[src/rtl/hdmi_pkg.sv]
// Shared encodings and phase lengths for the HDMI data-island scheduler.
package hdmi_pkg;

    typedef enum logic [2:0] {
        PKT_NULL         = 3'd0,
        PKT_AVI          = 3'd1,
        PKT_AUDIO_IF     = 3'd2,
        PKT_ACR          = 3'd3,
        PKT_AUDIO_SAMPLE = 3'd4
    } pkt_t;

    typedef enum logic [2:0] {
        ST_IDLE,
        ST_PRE,
        ST_LEAD,
        ST_PKT,
        ST_TRAIL
    } island_state_t;

    localparam int unsigned PREAMBLE_LEN = 8;
    localparam int unsigned GUARD_LEN    = 2;
    localparam int unsigned PACKET_LEN   = 32;
    localparam int unsigned ISLAND_LEN   = PREAMBLE_LEN + 2 * GUARD_LEN + PACKET_LEN;

    localparam logic [3:0] CTL_ISLAND_PREAMBLE = 4'b0101;
    localparam logic [3:0] CTL_VIDEO_PREAMBLE  = 4'b0001;

    function automatic logic [5:0] last_phase(input int unsigned len);
        return 6'(len - 1);
    endfunction

endpackage

[src/rtl/hdmi_audio_credit.sv]
// Audio sample credit accumulator and channel-status packet index.
module hdmi_audio_credit
    import hdmi_pkg::*;
#(
    parameter int unsigned CREDIT_ADD      = 1600,
    parameter int unsigned SAMPLES_PER_PKT = 12,
    parameter int unsigned CREDIT_W        = 25,
    parameter int unsigned CS_FRAMES       = 48
) (
    input  logic                pixclk,
    input  logic                reset,
    input  logic                frame_tick,
    input  logic                award,
    output logic [CREDIT_W-1:0] audio_credit,
    output logic [5:0]          cs_index,
    output logic                cs_first
);

    localparam int unsigned SUM_W = CREDIT_W + 2;

    logic [SUM_W-1:0] sum;

    // Two spare bits: the top one flags underflow, the next one overflow.
    always_comb begin
        sum = {2'b00, audio_credit};
        if (frame_tick) sum = sum + SUM_W'(CREDIT_ADD);
        if (award)      sum = sum - SUM_W'(SAMPLES_PER_PKT);
    end

    always_ff @(posedge pixclk or posedge reset) begin
        if (reset) begin
            audio_credit <= '0;
            cs_index     <= '0;
            cs_first     <= 1'b0;
        end else begin
            if (sum[SUM_W-1])      audio_credit <= '0;
            else if (sum[SUM_W-2]) audio_credit <= '1;
            else                   audio_credit <= sum[CREDIT_W-1:0];

            if (award) begin
                cs_first <= (cs_index == '0);
                cs_index <= (cs_index == 6'(CS_FRAMES - 1)) ? '0 : cs_index + 6'd1;
            end
        end
    end

endmodule

[src/rtl/hdmi_island_scheduler.sv]
// Per-line data-island / video preamble sequencer with packet arbitration.
module hdmi_island_scheduler
    import hdmi_pkg::*;
#(
    parameter int unsigned DATA_START      = 664,
    parameter int unsigned CTL_END         = 758,
    parameter int unsigned ISLAND_LINES    = 136,
    parameter int unsigned CREDIT_ADD      = 1600,
    parameter int unsigned SAMPLES_PER_PKT = 12,
    parameter int unsigned CREDIT_W        = 25,
    parameter int unsigned CS_FRAMES       = 48
) (
    input  logic                pixclk,
    input  logic                reset,
    input  logic [9:0]          counter_x,
    input  logic [9:0]          counter_y,
    input  logic                frame_tick,
    input  logic [2:0]          req,
    output logic [2:0]          grant,
    output logic [2:0]          pkt_sel,
    output logic                pkt_load,
    output logic                island_preamble,
    output logic                island_guard,
    output logic                island_active,
    output logic [4:0]          data_offset,
    output logic                video_preamble,
    output logic                video_guard,
    output logic                cs_first,
    output logic [5:0]          cs_index,
    output logic [CREDIT_W-1:0] audio_credit
);

    if (DATA_START + ISLAND_LEN > CTL_END) begin : g_bad_timing
        $error("data island would overlap the video preamble");
    end

    island_state_t state;
    logic [5:0]    phase;
    pkt_t          arb_sel;
    logic [2:0]    arb_grant;
    logic          island_start;
    logic          arb_edge;
    logic          credit_ok;
    logic          award;

    assign island_start = (state == ST_IDLE) && (counter_x == 10'(DATA_START))
                          && (counter_y < 10'(ISLAND_LINES));
    assign arb_edge     = (state == ST_PRE) && (phase == last_phase(PREAMBLE_LEN));
    assign credit_ok    = audio_credit >= CREDIT_W'(SAMPLES_PER_PKT);
    assign award        = arb_edge && (arb_sel == PKT_AUDIO_SAMPLE);

    always_comb begin
        arb_grant = '0;
        arb_sel   = PKT_NULL;
        if (req[2]) begin
            arb_grant = 3'b100;
            arb_sel   = PKT_ACR;
        end else if (req[0]) begin
            arb_grant = 3'b001;
            arb_sel   = PKT_AVI;
        end else if (req[1]) begin
            arb_grant = 3'b010;
            arb_sel   = PKT_AUDIO_IF;
        end else if (credit_ok) begin
            arb_sel   = PKT_AUDIO_SAMPLE;
        end
    end

    hdmi_audio_credit #(
        .CREDIT_ADD      (CREDIT_ADD),
        .SAMPLES_PER_PKT (SAMPLES_PER_PKT),
        .CREDIT_W        (CREDIT_W),
        .CS_FRAMES       (CS_FRAMES)
    ) u_credit (
        .pixclk       (pixclk),
        .reset        (reset),
        .frame_tick   (frame_tick),
        .award        (award),
        .audio_credit (audio_credit),
        .cs_index     (cs_index),
        .cs_first     (cs_first)
    );

    // Outputs are assigned on the transition edge so they describe the state being entered.
    always_ff @(posedge pixclk or posedge reset) begin
        if (reset) begin
            state           <= ST_IDLE;
            phase           <= '0;
            grant           <= '0;
            pkt_sel         <= '0;
            pkt_load        <= 1'b0;
            island_preamble <= 1'b0;
            island_guard    <= 1'b0;
            island_active   <= 1'b0;
            data_offset     <= '0;
            video_preamble  <= 1'b0;
            video_guard     <= 1'b0;
        end else begin
            grant          <= '0;
            pkt_load       <= 1'b0;
            video_preamble <= (counter_x >= 10'(CTL_END))
                              && (counter_x <= 10'(CTL_END + PREAMBLE_LEN - 1));
            video_guard    <= (counter_x >= 10'(CTL_END + PREAMBLE_LEN))
                              && (counter_x <= 10'(CTL_END + PREAMBLE_LEN + GUARD_LEN - 1));

            case (state)
                ST_IDLE: begin
                    if (island_start) begin
                        state           <= ST_PRE;
                        phase           <= '0;
                        island_preamble <= 1'b1;
                    end
                end
                ST_PRE: begin
                    if (arb_edge) begin
                        state           <= ST_LEAD;
                        phase           <= '0;
                        island_preamble <= 1'b0;
                        island_guard    <= 1'b1;
                        island_active   <= 1'b1;
                        grant           <= arb_grant;
                        pkt_sel         <= arb_sel;
                    end else begin
                        phase <= phase + 6'd1;
                    end
                end
                ST_LEAD: begin
                    if (phase == last_phase(GUARD_LEN)) begin
                        state        <= ST_PKT;
                        phase        <= '0;
                        island_guard <= 1'b0;
                        data_offset  <= '0;
                    end else begin
                        phase    <= phase + 6'd1;
                        pkt_load <= (phase + 6'd1 == last_phase(GUARD_LEN));
                    end
                end
                ST_PKT: begin
                    if (phase == last_phase(PACKET_LEN)) begin
                        state        <= ST_TRAIL;
                        phase        <= '0;
                        island_guard <= 1'b1;
                        data_offset  <= '0;
                    end else begin
                        phase       <= phase + 6'd1;
                        data_offset <= 5'(phase + 6'd1);
                    end
                end
                ST_TRAIL: begin
                    if (phase == last_phase(GUARD_LEN)) begin
                        state         <= ST_IDLE;
                        phase         <= '0;
                        island_guard  <= 1'b0;
                        island_active <= 1'b0;
                    end else begin
                        phase <= phase + 6'd1;
                    end
                end
                default: begin
                    state <= ST_IDLE;
                    phase <= '0;
                end
            endcase
        end
    end

endmodule

[config.mk]
export PLATFORM = sky130hd
export DESIGN_NAME = hdmi_island_scheduler
export DESIGN_NICKNAME = d
export VERILOG_FILES = /design/src/rtl/hdmi_pkg.sv /design/src/rtl/hdmi_audio_credit.sv /design/src/rtl/hdmi_island_scheduler.sv
export SDC_FILE = /design/constraint.sdc
export NUM_CORES = 1
export LEC_CHECK = 0
export CAP_MARGIN = 20
export CELL_PAD_IN_SITES_DETAIL_PLACEMENT = 1
export CELL_PAD_IN_SITES_GLOBAL_PLACEMENT = 2
export CORE_UTILIZATION = 29
export DETAILED_ROUTE_END_ITERATION = 7
export PLACE_DENSITY_LB_ADDON = 0.1
export SLEW_MARGIN = 20
export SYNTH_ARGS = -nofsm -noshare
export SYNTH_HDL_FRONTEND = slang
export SYNTH_SLANG_ARGS = --single-unit
export TNS_END_PERCENT = 5
[constraint.sdc]
create_clock -name pixclk -period 3.3 [get_ports pixclk]
set_clock_uncertainty 0.2 [all_clocks]
set_input_delay 0.33 -clock pixclk [delete_from_list [all_inputs] [get_ports pixclk]]
set_output_delay 0.33 -clock pixclk [all_outputs]
set_load 0.01 [all_outputs]
; ---- Word level (Yosys, flattened, before mapping)
; Index checks and enable logic that the tools add are counted.
[totals]
register_bits = 58
word_cells = 98
[op_classes]
n_addsub = 4
order_cmp = 6
n_eq_ne = 17
n_mux = 38
reduce_logical = 19
[op_table]
columns = operator, count
row1 = 2-to-1 mux 27 bit, 2
row2 = 2-to-1 mux 25 bit, 2
row3 = 2-to-1 mux 3 bit, 12
row4 = 2-to-1 mux 6 bit, 5
row5 = "subtractor 27 x 4 -> 27 bit, second input constant", 1
row6 = "adder 25 x 11 -> 26 bit, second input constant", 1
row7 = ">= comparator 25 x 4 -> 1 bit, second input constant", 1
row8 = one-hot mux 6 bit (4 select lines), 1
row9 = ">= comparator 10 bit, second input constant", 2
row10 = "<= comparator 10 bit, second input constant", 2
row11 = one-hot mux 3 bit (5 select lines), 1
row12 = "adder 6 x 1 -> 6 bit, second input constant", 2
row13 = "== test 6 x 1 -> 1 bit, second input constant", 2
row14 = "== test 10 bit, second input constant", 1
row15 = "less-than comparator 10 x 8 -> 1 bit, second input constant", 1
row16 = 2-to-1 mux 5 bit, 2
row17 = "!= test 2 bit, second input constant", 5
row18 = one-hot mux 5 bit (2 select lines), 1
row19 = 2-to-1 mux 1 bit, 7
row20 = "== test 3 x 2 -> 1 bit, second input constant", 2
row21 = "== test 3 bit, second input constant", 2
row22 = "== test 6 x 3 -> 1 bit, second input constant", 1
row23 = "== test 6 x 5 -> 1 bit, second input constant", 1
row24 = "== test 6 bit, second input constant", 1
row25 = 15 further kinds, 26

; ---- Longest topological paths before layout
; Gate-level depths: netlist (run 1).
[logic_depth]
depth_word = 10
ltp_mapped = 12
ltp_nobuf = 9

; ---- Hierarchy
; A second synthesis (run 1) with hierarchy kept.
[unflattened]
hier_cells = 421
hier_area_um2 = 3833.7
[by_module_without_submodules]
columns = module, instances, cells_per_inst, area_each_um2, seq_area_each_um2
row1 = hdmi_audio_credit, 1, 277, 2428.6, 775.7
row2 = hdmi_island_scheduler, 1, 144, 1405.1, 650.6

; ---- Worst setup path after synthesis (run 1)
; OpenSTA, ideal clock, no wires.
[synth_path]
path_kind = reg2reg
from = reg u_credit.audio_credit[6]
to = reg u_credit.audio_credit[7]
arrival_ns = 2.940
setup_slack_ns = 0.033
path_stages_with_launch = 12
period_less_slack_ns = 3.267
path_cell_list = dfrtp_1 -> buf_4 -> inv_1 -> ha_1 -> nor2b_1 -> a31oi_1 -> or4b_1 -> nor4_4 -> o2111ai_4 -> xnor2_4 -> buf_6 -> nand3b_1
[synth_between]
elab_chain_cells = 10
word_cells_on_any_way = 13
cone_classes = add/sub (2) / order compare (1) / eq/ne (1) / mux (8) / reduce/logical (1)
[synth_lines]
columns = element, line
row1 = "start, declared", hdmi_audio_credit.sv:14  ; output logic [CREDIT_W-1:0] audio_credit,
row2 = "start signal, assigned", hdmi_audio_credit.sv:38  ; else audio_credit <= sum[CREDIT_W-1:0];
row3 = "parallel branches: the longest is 7 deep, another holds subtractor 27 x 4 -> 27 bit", n/a
row4 = 2-to-1 mux 27 bit *, hdmi_audio_credit.sv:27  ; if (award) sum = sum - SUM_W'(SAMPLES_PER_PKT);
row5 = 2-to-1 mux 25 bit, hdmi_audio_credit.sv:37  ; else if (sum[SUM_W-2]) audio_credit <= '1;
row6 = 2-to-1 mux 25 bit *, hdmi_audio_credit.sv:36  ; if (sum[SUM_W-1]) audio_credit <= '0;
; Mark *: on every way between the ends.
; A chain may end at the register's enable or synchronous reset.

; ---- Final worst setup path (run 1)
[layout_path]
from = reg u_credit.audio_credit[7]
to = reg u_credit.audio_credit[18]
; The elaborated chain is that of the path after synthesis.

==> flow_metrics.tcl, run 1 <==
set metrics [dict create \
    status "completed" \
    vias_per_cell 5.05 \
    grt_usage_pct 19.4 \
    synth_flop_cell "dfrtp_1" \
    clock_sinks 57 \
    gp_congestion 0.754 \
    synth_edf_count 0 \
    drt-initial-drc-count 110 \
    clk_latency_ns 0.34 \
    critical_path_arrival_ns 3.12 \
    cp_max_fo 10 \
    io_buffers 71 \
    synth_xor_area_share_pct 8.70 \
    slew_violations 0 \
    yosysWarningCount 0 \
    finalSetupViolations 0 \
    seqCellArea_um2 1430 \
    relSlewSlack_pct 47.4 \
    rsz0062_at_grt "false" \
    synth_seq_area_share_pct 37.2 \
    die_w_um 117 \
    p_comb_share_pct 48.5 \
    core_area_um2 12800 \
    seqPwrFrac_pct 29.0 \
    timing.rr.start "u_credit.audio_credit[7]" \
    htreeDepth 3 \
    multi_input_area_um2 2230 \
    ff2ff_path_depth 9 \
    synth_cell_types 69 \
    slowest_stage "a311o_1" \
    min_path_cells 2 \
    hold_viol 0 \
    irDropWorstVdd_mv 0.367 \
    nets 576 \
    holdPathEnd "data_offset[3]" \
    synthesis.area_um2 3840 \
    timing.rr.end "u_credit.audio_credit[18]" \
    yosys.area_share.simple_pct 26.2 \
    firstDrtPassIters 4 \
    die_h_um 117 \
    synth-seq-cells 57 \
    syn_inst 428 \
    ios 75 \
    cap_viol_max_count 0 \
    grt_max_degree 58 \
    final_common_cell "clkdlybuf4s50_1" \
    grt_pass1_wl_mm 20.0 \
    cts_buffers 9 \
    crit_type "register to register" \
    area_growth_pct 39.5 \
    grt_pass1_vias 3848 \
    antenna_cells 0 \
    route.vias.total 3629 \
    min_period_ns 3.10 \
    synthAdderAreaFrac_pct 2.61 \
    worstPathRequired_ns 3.32 \
    cts_tree "done" \
    num_rows 41 \
    fill_cells 1487 \
    netSwitchingFraction_pct 40.2 \
    cts_hold_buffers 0 \
    leakagePower_uw 0.00225 \
    fmax_ghz 0.323 \
    drive_gt1_share_pct 18.6 \
    crit_family "compound AO/OA/AOI/OAI gates" \
    cp_cell_sequence "buf_4 -> a311o_1 -> a2111oi_4 -> o311ai_2 -> nor4_4 -> o2111ai_4 -> xnor2_4 -> buf_4 -> o21ai_0" \
    synth.area.mux_share_pct 3.00 \
    pwr_density_cell_nw_per_um2 734 \
    synth_compound_area_share_pct 16.9 \
    fin_util_pct 41.9 \
    hpwl_mm 8.85 \
    syn_area_per_cell_um2 8.97 \
    path_clk_slew_ns 0.05 \
    wire_per_inst_um 16.7 \
    design.die.area_um2 13700 \
    clkPwrFrac_pct 22.5 \
    synth_top_family_by_area "simple AND/OR/NAND/NOR gates" \
    ant_nets 0 \
    slowest_delay_ns 0.44 \
    cts-root-buf "clkbuf_16" \
    async_flop_share_pct 100 \
    hold_start "data_offset[3]" \
    cp.buffers_inverters 2 \
    intPower_uw 2350 \
    power_switching_uw 1580 \
    grt.overflow.total 0 \
    cp_common_cell "buf_4" \
    final.period_utilization_pct 93.9 \
    critPathCaptureType "register" \
    finalSetupTns_ns 0 \
    min_path_type "register to register" \
    drc 0 \
    final_cell_mix "71 x clkdlybuf4s50_1, 56 x dfrtp_1, 56 x buf_4" \
    synthesis.nets 462 \
    worst_slew_pin_slew_ns 0.789 \
    cts_max_path_buffers 2 \
    wl_mm 12.0 \
    critPathLaunchType "register" \
    antenna_found_initial 0 \
    initial_core_util_pct 30.1 \
    r2r_setup_slack_ns 0.20 \
]
==> final cells by class <==
type                    instances  share of cell area, %
well taps                     172                   4.02
flip-flops and latches         57                   26.7
multi-input cells             326                   41.6
clock inverters                 3                  0.280
inverters                      21                   1.47
repair buffers                127                   21.1
clock buffers                  13                   4.86
==> kinds of logic after synthesis <==
group | after synthesis
muxes | 11
buffers and inverters | 45
DFF | 57
AOI/OAI and AO/OA | 86
adders and majority gates | 8
xor gates and xnor gates | 36
and+or+nand+nor | 185
==> power by group through the flow <==
stage	Sequential, uW	Clock (uW)	Combinational, uW
floorplan	1060	0	1190
global placement	1140	0	1850
detailed placement	1150	0	1870
CTS	1140	911	1880
global route	1170	944	2130
finish	1140	887	1910
==> per-layer routing <==
layer  routed length, um  track usage (%)  vias to the layer above
met5                   0                0                        -
met4                 194             6.33                        0
met3                 637             5.41                       14
met2                5730             32.7                       73
met1                5420             24.0                     1770
li1                    -                -                     1772
==> what timing repair did <==
item / in CTS / in global routing
resized for setup: 0 / 6
endpoints found under the hold margin: 0 / 0
endpoints found under the setup margin: 0 / 20
buffers inserted: 0 / 3
==> worst max path at each step <==
stage / from / slack, ns / endpoint / depth (start not counted)
after floorplan: u_credit.audio_credit[6] / 0.03 / u_credit.audio_credit[7] / 11
after global placement: frame_tick / -0.16 / u_credit.audio_credit[3] / 11
after detailed placement: frame_tick / -0.13 / u_credit.audio_credit[18] / 11
after CTS: u_credit.audio_credit[6] / 0.07 / u_credit.audio_credit[14] / 9
after global routing: u_credit.audio_credit[8] / 0.02 / u_credit.audio_credit[18] / 9
final: u_credit.audio_credit[7] / 0.20 / u_credit.audio_credit[18] / 9
==> worst min-delay path: cells and delay by family (launching register included) <==
family             cells  cell delay (ns)
AOI/OAI and AO/OA      1             0.06
DFF                    1             0.34
and+or+nand+nor        1             0.05
==> per-stage QoR <==
| stage | total power, uW | std cells | area [um^2] | hold slack, ns | setup WS, ns |
|---|---|---|---|---|---|
| 6_report | 3930 | 719 | 5360 | 0.292 | 0.202 |
| 2_1_floorplan | 2250 | 428 | 3840 | 0.200 | 0.0330 |
| 5_1_grt | 4240 | 719 | 5360 | 0.318 | 0.0217 |
| 3_3_place_gp | 2990 | 700 | 5030 | 0.265 | -0.163 |
| 4_1_cts | 3930 | 716 | 5310 | 0.299 | 0.0746 |
| 3_5_place_dp | 3020 | 700 | 5030 | 0.275 | -0.132 |
==> registers in the layout, indices dropped and copies added (netlist names) <==
register and flops:
phase 6, data_offset 5, u_credit.audio_credit 24, u_credit.cs_first 1, island_preamble 1, island_active 1
state 3, video_guard 1, u_credit.cs_index 6, pkt_load 1, island_guard 1, pkt_sel 3
video_preamble 1, grant 3
==> Yosys cell counts, types with 5 or more instances <==
library cell  count  area, um^2
ha_1              8         100
nand4_1           8        50.1
nor3_1           18        90.1
dfrtp_1          57        1430
inv_1            21        78.8
or3_1             8        50.1
xor2_1           12         105
buf_2             6        30.0
xnor2_1          23         201
mux2i_1           7        70.1
nand2b_1          5        31.3
a21oi_1          18        90.1
clkbuf_1         10        37.5
nand2_1          47         176
nand3_1          15        75.1
o21ai_0          23         115
nor4_1           20         125
nor2_1           30         113
No activity file was read; power rests on OpenSTA's default activity.
==> run 2, diff against run 1 <==
--- a/config.mk
+++ b/config.mk
@@ -5,10 +5,11 @@
 export SDC_FILE = /design/constraint.sdc
 export NUM_CORES = 1
 export LEC_CHECK = 0
+export ABC_AREA = 1
 export CAP_MARGIN = 20
 export CELL_PAD_IN_SITES_DETAIL_PLACEMENT = 1
 export CELL_PAD_IN_SITES_GLOBAL_PLACEMENT = 2
-export CORE_UTILIZATION = 29
+export CORE_UTILIZATION = 27
 export DETAILED_ROUTE_END_ITERATION = 7
 export PLACE_DENSITY_LB_ADDON = 0.1
 export SLEW_MARGIN = 20
==> run 2 against run 1 <==
Net effect:
- power shrank 6.8%
- first-iteration DRC count is the same
- critical path depth grew 6
- setup slack gained 0.16 ns
- largest power group unchanged
- die area grew 14%
- final area grew 0.54%
- utilization shrank 5.0 points
- combinational power shrank 18%
- highest routed layer unchanged
- global-route usage shrank 1.6 points
==> flow_metrics.tcl, run 2 <==
set metrics [dict create \
    finalSetupTns_ns 0 \
    rsz0062_at_grt "false" \
    synthesis.nets 607 \
    gp_congestion 0.762 \
    slowest_delay_ns 0.43 \
    relSlewSlack_pct 54.7 \
    top_usage_layer "met2" \
    grt.overflow.total 0 \
    final.period_utilization_pct 89.1 \
    power_switching_uw 1470 \
    vias_per_cell 4.74 \
    ctsResizeCount 0 \
    num_rows 44 \
    grt_util_met1_pct 22.4 \
    synth_edf_count 0 \
    path_clk_slew_ns 0.05 \
    crit_cells 15 \
    crit_end "u_credit.audio_credit[24]" \
    cts_max_path_buffers 2 \
    io_buffers 71 \
    yosysMostFrequentCell "nand2_1" \
    cts-root-buf "clkbuf_16" \
    largest_reg_flops 24 \
    hpwl_mm 10.6 \
    grt.met3_usage_pct 2.66 \
    syn_inst 573 \
    slowest_stage "dfrtp_1" \
    ant_nets 0 \
    yosysWarningCount 0 \
    clk_latency_ns 0.33 \
    initial_core_util_pct 27.9 \
    synthesis.area_um2 4070 \
    critPathCaptureType "register" \
    stdcell_area_um2 5390 \
    cap_viol_max_count 0 \
    area_growth_pct 32.5 \
    crit_family "simple AND/OR/NAND/NOR gates" \
    intPower_uw 2190 \
    cp_cell_sequence "ha_1 -> nand2_1 -> inv_2 -> nand2_1 -> nor2_4 -> nand2_2 -> nor2_1 -> nand3_1 -> nor2_2 -> nand2_1 -> nor2_1 -> nand3_1 -> nand3_1 -> nor2_1 -> nor2_1" \
    critPathLaunchType "register" \
    post_cts_buffers 0 \
    grt_pass1_wl_mm 22.0 \
    fill_cells 1804 \
    grt_pass1_vias 4387 \
    drc 0 \
    grt_usage_pct 17.8 \
    met2_usage_pct 31.0 \
    synth_top_area_share_pct 35.1 \
    critPathLaunch "phase[0]" \
    crit_type "register to register" \
    synth_cell_types 38 \
    ff2ff_path_depth 15 \
    pre_cts_ws_ns 0.130 \
    seqPwrFrac_pct 29.2 \
    critical_path_arrival_ns 3.00 \
    netSwitchingFraction_pct 40.2 \
    synth_seq_area_share_pct 35.1 \
    worstPathRequired_ns 3.36 \
    ios 75 \
    regMostFlops "u_credit.audio_credit" \
    grt_max_degree 31 \
    cp.buffers_inverters 1 \
    nets 697 \
    firstDrtPassIters 6 \
    leakagePower_uw 0.00253 \
    cts_buffers 9 \
    final_cells 852 \
    irDropWorstVdd_mv 0.272 \
    top_regs "u_credit.audio_credit (24), phase (6), u_credit.cs_index (6)" \
    design.die.area_um2 15600 \
    die_w_um 125 \
    final_cell_mix "122 x nand2_1, 95 x inv_1, 71 x clkdlybuf4s50_1" \
    min_path_type "primary input to asynchronous set/reset pin" \
    yosysTopAreaCell "dfrtp_1" \
    synth_area_leaders "dfrtp_1 35%, nand2_1 11%, inv_1 8.9%" \
    async_flop_share_pct 100 \
    setup_slack_ns 0.361 \
    antenna_found_initial 0 \
    drive_gt1_share_pct 12.0 \
    fin_util_pct 36.9 \
    dpl_cell_area_um2 5060 \
    synth_flop_cell "dfrtp_1" \
    cp_max_fo 8 \
    synth-seq-cells 57 \
    min_period_ns 2.94 \
    status "completed" \
    timing.rr.end "u_credit.audio_credit[24]" \
    cts_tree "done" \
    wire_per_inst_um 15.4 \
    r2r_setup_slack_ns 0.36 \
    core_area_um2 14600 \
    synth_commonest_cells "122 x nand2_1, 96 x inv_1, 70 x nor2_1" \
    route.vias.total 4039 \
    syn_area_per_cell_um2 7.09 \
    die_h_um 125 \
    clock_sinks 57 \
    finalSetupViolations 0 \
    pwr_density_cell_nw_per_um2 680 \
    worst_slew_pin_slew_ns 0.678 \
    slew_violations 0 \
    clkPwrFrac_pct 28.1 \
    p_comb_share_pct 42.8 \
    cts_hold_buffers 0 \
    timing.rr.start "phase[0]" \
    wl_mm 13.1 \
    final_common_cell "nand2_1" \
    dp_cells 836 \
    htreeDepth 3 \
    hold_viol 0 \
    fmax_ghz 0.340 \
    drt-initial-drc-count 110 \
    cp_common_cell "nor2_1" \
    antenna_cells 0 \
]
run 2: worst min-delay path by stage:
stage / to
5_1_grt: video_guard
2_1_floorplan: grant[0]
6_report: video_guard
3_5_place_dp: island_guard
4_1_cts: video_guard
3_3_place_gp: island_guard
run 2: per-stage QoR:
step                total power, uW  hold slack, ns
detailed placement             2670           0.278
global route                   3950           0.301
CTS                            3730           0.252
global placement               2650           0.268
floorplan                      2040           0.201
finish                         3660           0.220
run 2: power groups by stage:
stage               combinational (uW)  clock, uW  sequential (uW)
finish                            1570       1030             1070
global route                      1770       1080             1100
CTS                               1600       1060             1070
floorplan                          942          0             1090
detailed placement                1590          0             1080
global placement                  1570          0             1080
run 2: kinds of logic (layout without fill, tap and decap cells):
family | count (synthesis) | in the layout | synth area share, %
and+or+nand+nor | 321 | 321 | 38.9
adders and majority gates | 8 | 8 | 2.46
AOI/OAI and AO/OA | 62 | 62 | 9.14
xor gates and xnor gates | 17 | 17 | 3.66
muxes | 1 | 1 | 0.246
DFF | 57 | 57 | 35.1
buffers and inverters | 107 | 202 | 10.5
run 2: layout make-up:
type	count	area, um^2	share of cell area (%)
tap	184	230	4.28
inverter	102	385	7.16
multi-input combinational	409	2210	41.1
sequential	57	1430	26.5
clock buffer	14	264	4.90
clock inverter	2	60.1	1.12
timing repair buffer	84	808	15.0
run 2: worst reg2reg max path: stages (launching register included):
cell     delay, ns
dfrtp_1       0.43
ha_1          0.22
nand2_1       0.09
inv_2         0.06
nand2_1       0.07
nor2_4        0.16
nand2_2       0.15
nor2_1        0.17
nand3_1       0.30
nor2_2        0.32
nand2_1       0.19
nor2_1        0.18
nand3_1       0.09
nand3_1       0.08
nor2_1        0.05
nor2_1        0.10
run 2: routing by layer:
metal | vias up | wire length [um]
met5 | - | 0
met4 | 0 | 163
met3 | 13 | 369
met2 | 53 | 6560
met1 | 1953 | 6050
li1 | 2020 | -
